### config.mk
export PLATFORM = sky130hd
export DESIGN_NAME = adc_delay_scan
export DESIGN_NICKNAME = d
export VERILOG_FILES = /design/src/rtl/adc_delay_scan.sv
export SDC_FILE = /design/constraint.sdc
export NUM_CORES = 1
export LEC_CHECK = 0
export ABC_AREA = 1
export BUFFER_PORTS_ARGS = -buffer_cell sky130_fd_sc_hd__buf_2
export CAP_MARGIN = 0
export CORE_MARGIN = 5
export CORE_UTILIZATION = 45
export DETAILED_ROUTE_END_ITERATION = 8
export GPL_ROUTABILITY_DRIVEN = 0
export REMOVE_ABC_BUFFERS = 1
export SLEW_MARGIN = 10
export SYNTH_ARGS = -nofsm -noshare
export SYNTH_HDL_FRONTEND = slang
export SYNTH_SLANG_ARGS = --single-unit
### constraint.sdc
create_clock -name clk -period 5.36 [get_ports clk]
set_clock_uncertainty 0.1 [all_clocks]
set_input_delay 0.804 -clock clk [delete_from_list [all_inputs] [get_ports clk]]
set_output_delay 0.804 -clock clk [all_outputs]
set_load 0.05 [all_outputs]
### src/rtl/adc_delay_scan.sv
// rtl/adc_delay_scan.sv - ADC input-delay calibration sequencer for one channel
//
// Scans the IODELAY tap 0..NTAPS-1. At each tap it loads the tap, waits for
// the delay to settle, then opens a pattern-check window. It then centres on
// the longest contiguous run of error-free taps.
//
// Ports:
//   clk, rst_n  system clock, asynchronous active-low reset
//   start       rising edge requests a scan (ignored while busy)
//   cntmax      window length select, window = 2**(WBASE + 2*cntmax) cycles
//   err         pattern-checker error, only looked at while check_en=1
//   tap/tap_ld  delay tap value and its one-cycle load strobe
//   check_en    high for the whole check window
//   busy, done  scan in progress / one-cycle end-of-scan pulse
//   fail        no tap passed
//   best_tap    selected centre tap
//   best_len    length of the best passing run
module adc_delay_scan #(
  parameter int NTAPS  = 32,
  parameter int WBASE  = 16,
  parameter int SETTLE = 16
) (
  input  logic       clk,
  input  logic       rst_n,
  input  logic       start,
  input  logic [2:0] cntmax,
  input  logic       err,
  output logic [4:0] tap,
  output logic       tap_ld,
  output logic       check_en,
  output logic       busy,
  output logic       done,
  output logic       fail,
  output logic [4:0] best_tap,
  output logic [5:0] best_len
);

  // Wide enough for the longest window, 2**(WBASE+14).
  localparam int CW = WBASE + 15;
  localparam logic [4:0] LAST_TAP = 5'(NTAPS - 1);

  typedef enum logic [2:0] {S_IDLE, S_LOAD, S_SETTLE, S_WINDOW, S_EVAL, S_FINISH} state_t;

  state_t        state_q, state_d;
  logic          start_d_q;
  logic [4:0]    tap_q, tap_d;
  logic          busy_q, busy_d;
  logic          fail_q, fail_d;
  logic [4:0]    best_tap_q, best_tap_d;
  logic [5:0]    best_len_q, best_len_d;
  logic [31:0]   bitmap_q, bitmap_d;
  logic [CW-1:0] cnt_q, cnt_d;
  logic [2:0]    cntmax_q, cntmax_d;
  logic          tap_bad_q, tap_bad_d;
  logic [4:0]    idx_q, idx_d;
  logic [4:0]    run_start_q, run_start_d;
  logic [5:0]    run_len_q, run_len_d;
  logic [5:0]    bl_q, bl_d;   // best run length found so far during EVAL
  logic [4:0]    bs_q, bs_d;   // start of that run

  logic       accept;
  logic [5:0] shamt;
  logic [5:0] nlen;
  logic [4:0] nstart;
  logic [5:0] half;

  assign accept = start & ~start_d_q & (state_q == S_IDLE);
  assign shamt  = 6'(WBASE) + {2'b00, cntmax_q, 1'b0};

  always_comb begin
    state_d     = state_q;
    tap_d       = tap_q;
    busy_d      = busy_q;
    fail_d      = fail_q;
    best_tap_d  = best_tap_q;
    best_len_d  = best_len_q;
    bitmap_d    = bitmap_q;
    cnt_d       = cnt_q;
    cntmax_d    = cntmax_q;
    tap_bad_d   = tap_bad_q;
    idx_d       = idx_q;
    run_start_d = run_start_q;
    run_len_d   = run_len_q;
    bl_d        = bl_q;
    bs_d        = bs_q;
    nlen        = '0;
    nstart      = '0;
    half        = '0;
    tap_ld      = 1'b0;
    check_en    = 1'b0;
    done        = 1'b0;

    case (state_q)
      S_IDLE: begin
        if (accept) begin
          tap_d      = '0;
          busy_d     = 1'b1;
          fail_d     = 1'b0;
          best_len_d = '0;
          best_tap_d = '0;
          bitmap_d   = '0;
          cntmax_d   = cntmax;
          tap_bad_d  = 1'b0;
          state_d    = S_LOAD;
        end
      end
      S_LOAD: begin
        tap_ld  = 1'b1;
        cnt_d   = CW'(SETTLE);
        state_d = S_SETTLE;
      end
      S_SETTLE: begin
        if (cnt_q == CW'(1)) begin
          cnt_d   = CW'(1) << shamt;
          state_d = S_WINDOW;
        end else begin
          cnt_d = cnt_q - CW'(1);
        end
      end
      S_WINDOW: begin
        check_en = 1'b1;
        if (cnt_q == CW'(1)) begin
          // The last window cycle's err still counts against this tap.
          bitmap_d[tap_q] = ~(tap_bad_q | err);
          tap_bad_d       = 1'b0;
          if (tap_q == LAST_TAP) begin
            idx_d       = '0;
            run_len_d   = '0;
            run_start_d = '0;
            bl_d        = '0;
            bs_d        = '0;
            state_d     = S_EVAL;
          end else begin
            tap_d   = tap_q + 5'd1;
            state_d = S_LOAD;
          end
        end else begin
          tap_bad_d = tap_bad_q | err;
          cnt_d     = cnt_q - CW'(1);
        end
      end
      S_EVAL: begin
        if (bitmap_q[idx_q]) begin
          nlen        = run_len_q + 6'd1;
          nstart      = (run_len_q == 6'd0) ? idx_q : run_start_q;
          run_len_d   = nlen;
          run_start_d = nstart;
          // Strictly longer only: on ties the lower-index run is kept.
          if (nlen > bl_q) begin
            bl_d = nlen;
            bs_d = nstart;
          end
        end else begin
          run_len_d = '0;
        end
        if (idx_q == LAST_TAP) begin
          // Final result is registered here so it is already on tap when
          // FINISH strobes tap_ld and done.
          if (bl_d != 6'd0) begin
            half       = (bl_d - 6'd1) >> 1;
            best_len_d = bl_d;
            best_tap_d = bs_d + half[4:0];
            fail_d     = 1'b0;
          end else begin
            best_len_d = '0;
            best_tap_d = '0;
            fail_d     = 1'b1;
          end
          tap_d   = best_tap_d;
          state_d = S_FINISH;
        end else begin
          idx_d = idx_q + 5'd1;
        end
      end
      S_FINISH: begin
        tap_ld  = 1'b1;
        done    = 1'b1;
        busy_d  = 1'b0;
        state_d = S_IDLE;
      end
      default: state_d = S_IDLE;
    endcase
  end

  always_ff @(posedge clk or negedge rst_n) begin
    if (!rst_n) begin
      state_q     <= S_IDLE;
      start_d_q   <= 1'b0;
      tap_q       <= '0;
      busy_q      <= 1'b0;
      fail_q      <= 1'b0;
      best_tap_q  <= '0;
      best_len_q  <= '0;
      bitmap_q    <= '0;
      cnt_q       <= '0;
      cntmax_q    <= '0;
      tap_bad_q   <= 1'b0;
      idx_q       <= '0;
      run_start_q <= '0;
      run_len_q   <= '0;
      bl_q        <= '0;
      bs_q        <= '0;
    end else begin
      state_q     <= state_d;
      start_d_q   <= start;
      tap_q       <= tap_d;
      busy_q      <= busy_d;
      fail_q      <= fail_d;
      best_tap_q  <= best_tap_d;
      best_len_q  <= best_len_d;
      bitmap_q    <= bitmap_d;
      cnt_q       <= cnt_d;
      cntmax_q    <= cntmax_d;
      tap_bad_q   <= tap_bad_d;
      idx_q       <= idx_d;
      run_start_q <= run_start_d;
      run_len_q   <= run_len_d;
      bl_q        <= bl_d;
      bs_q        <= bs_d;
    end
  end

  assign tap      = tap_q;
  assign busy     = busy_q;
  assign fail     = fail_q;
  assign best_tap = best_tap_q;
  assign best_len = best_len_q;

endmodule

==> flow_summary.toml <==
[floorplan]
die_h_um = 135
fp.dieW_um = 135
die_area_sq_um = 18300
io_pins = 28
initial_utilization_pct = 46.1
fp.coreArea_sq_um = 15300
std_cell_rows = 45

[detailed_routing]
drtIter0Drc = 363
drt_pre_antenna_iters = 5
drc = 0
via_count = 6260
wirelength_um = 18400
post_drt_via_cell_ratio = 5.31
drtAntennaViolNets = 0
wl_per_cell_um = 15.6

[cells_and_area]
multiInputGateArea_sq_um = 3520
layout.nets = 985
final_cell_mix = "nand2_1 (228), dfrtp_1 (116), inv_1 (112)"
drive_gt1_share_pct = 12.2
final_common_cell = "nand2_1"
area_growth_pct = 13.4
n_fill_cell = 1508
antenna_cells = 0
final_core_util_pct = 52.2
seqCellArea_sq_um = 2900

[yosys]
synthAdderAreaFrac_pct = 4.01
synth-edff-count = 0
synth_top_area_share_pct = 41.1
yosys.area.top_type = "dfrtp_1"
syn-cell-area_sq_um = 7060
ys_warn_count = 0
synth_seq_area_share_pct = 41.1
async_reset_ff_share_pct = 100
synth_compound_area_share_pct = 17.5
synthTopCellsByArea = "dfrtp_1 (41%), nand2_1 (12%), o21ai_0 (6.7%)"
synth_top_family_by_area = "simple AND/OR/NAND/NOR gates"
muxShareOfSynthArea_pct = 0
avgSynthCellArea_sq_um = 7.56
synth-simple-area-share_pct = 26.9
synth-seq-cells = 116
synthXorXnorAreaFrac_pct = 1.49
netlist_instances = 933
synth_cell_type_count = 50
synth-main-ff-cell = "dfrtp_1"

[placement]
place_ws_ns = 1.32
dp_hpwl_um = 13100
port_buffers = 27

[grt]
grt_use_total_pct = 21.1
grt_start_max_net_pins = 69
grt_antenna_before_repair = 0
gr-total-overflow = 0
grt_pass1_vias = 6007
grt_pass1_wl_um = 30900

[timing]
rsz0062_at_grt = "no"
maxSlewHeadroom_pct = 41.6
setup_viol = 0
fmax_mhz = 240
fin_setup_tns_ns = 0
worst_slew_pin_slew_ns = 0.877
hold_violations = 0
min_period_ns = 4.17
final.setup.worst_slack_ns = 1.19
fin_crit_sh_pct = 77.7
timing.hold.ws_ns = 0.0563
slew_viol_final = 0

[worst_setup_path]
crit_path_end_kind = "flop"
crit_fanout = 13
critPathMaxStageDelay_ns = 0.43
cp_data_required_time_ns = 5.60
crit_start = "run_len_q[0]"
cp_common_cell = "nand2_1"
crit_path_start_kind = "flop"
critical_path.slowest_cell = "dfrtp_1"
reg2reg_from = "run_len_q[0]"
r2r_setup_slack_ns = 1.19
crit_arrival_ns = 4.40
crit_buf_inv = 3
path_class = "reg2reg"
crit_family = "simple AND/OR/NAND/NOR gates"

[clock_network]
cts.clk_slew.worst_paths_ns = 0.06
cts_setup_buffers = 0
hold_buffers = 0
clk_path_buf_depth = 2
cts_tree = "done"
post_cts_resized = 0
cts_buffers = 17
numClockSinks = 116
clk_latency_ns = 0.42
h-tree-depth = 4
root_buffer = "clkbuf_16"

[power]
peakVddDrop_uv = 232
power_mw = 2.26
power_density_nw_per_um2 = 283
leakage_nw = 3.71

[flow_run]
drv_cap = 0

[worst_hold_path]
min_path_type = "in2async"

[outcome]
outcome = "finished clean"
## flip-flops by register name, indices dropped and copies added (netlist names)
signal / count
bl_q: 6
idx_q: 5
cntmax_q: 3
cnt_q: 31
tap_bad_q: 1
fail: 1
bs_q: 5
bitmap_q: 32
run_len_q: 6
busy: 1
best_tap: 5
run_start_q: 5
start_d_q: 1
best_len: 6
tap: 5
state_q: 3
## logic make-up (layout without fill, tap and decap cells)
| kind of cell | Yosys count | in the layout |
|---|---|---|
| XOR/XNOR | 12 | 12 |
| AO/OA/AOI/OAI | 209 | 209 |
| flip-flops | 116 | 116 |
| buffers and inverters | 153 | 188 |
| AND/OR/NAND/NOR | 421 | 421 |
| adder cells (fa/ha/maj) | 22 | 22 |
## final timing paths
| path | end | depth (start not counted) |
|---|---|---|
| max in group asynchronous | bl_q[2] | 2 |
| min reg2reg | bitmap_q[26] | 2 |
| min in group clk | bitmap_q[26] | 2 |
| min | bitmap_q[21] | 1 |
| max | best_tap[4] | 28 |
| max reg2reg | best_tap[4] | 28 |
## final cells by class
cell class              instances  area share (%)
clock buffers                  21            5.75
clock inverters                10            2.53
inverters                     125            5.96
multi-input cells             664            44.0
flip-flops and latches        116            36.3
well taps                     211            3.30
repair buffers                 32            2.19
## where the power goes
group	leakage [nW]	internal [mW]	total [mW]	switching (mW)
Sequential	1.40	0.892	0.908	0.0164
Combinational	1.99	0.0177	0.0589	0.0411
Clock	0.323	0.891	1.30	0.406
Total	3.71	1.80	2.26	0.463
## synthesized netlist by cell type, types with 6 or more instances
cell type	instances
inv_2	11
a21oi_1	35
nor2_1	71
o31ai_1	34
xor2_1	12
nand2_1	228
ha_1	21
dfrtp_1	116
inv_1	112
o21ai_0	95
nor2_2	8
nand4_1	8
clkbuf_1	13
nand3_2	8
buf_2	10
o22ai_1	9
nand2_2	11
o21ai_1	6
nand3_1	51
nor3_1	17
## routing by layer
layer | track usage, % | share of wire (%)
met2 | 32.1 | 45
met3 | 4.12 | 4.7
met4 | 7.61 | 1.9
met5 | 0 | 0
met1 | 29.8 | 49
## per-stage QoR
stage | cells | area, sq um
floorplan | 905 | 6900
global placement | 1148 | 7340
detailed placement | 1148 | 7340
CTS | 1179 | 8000
global route | 1179 | 8000
finish | 1179 | 8000
Power figures use the tool's default switching activity.
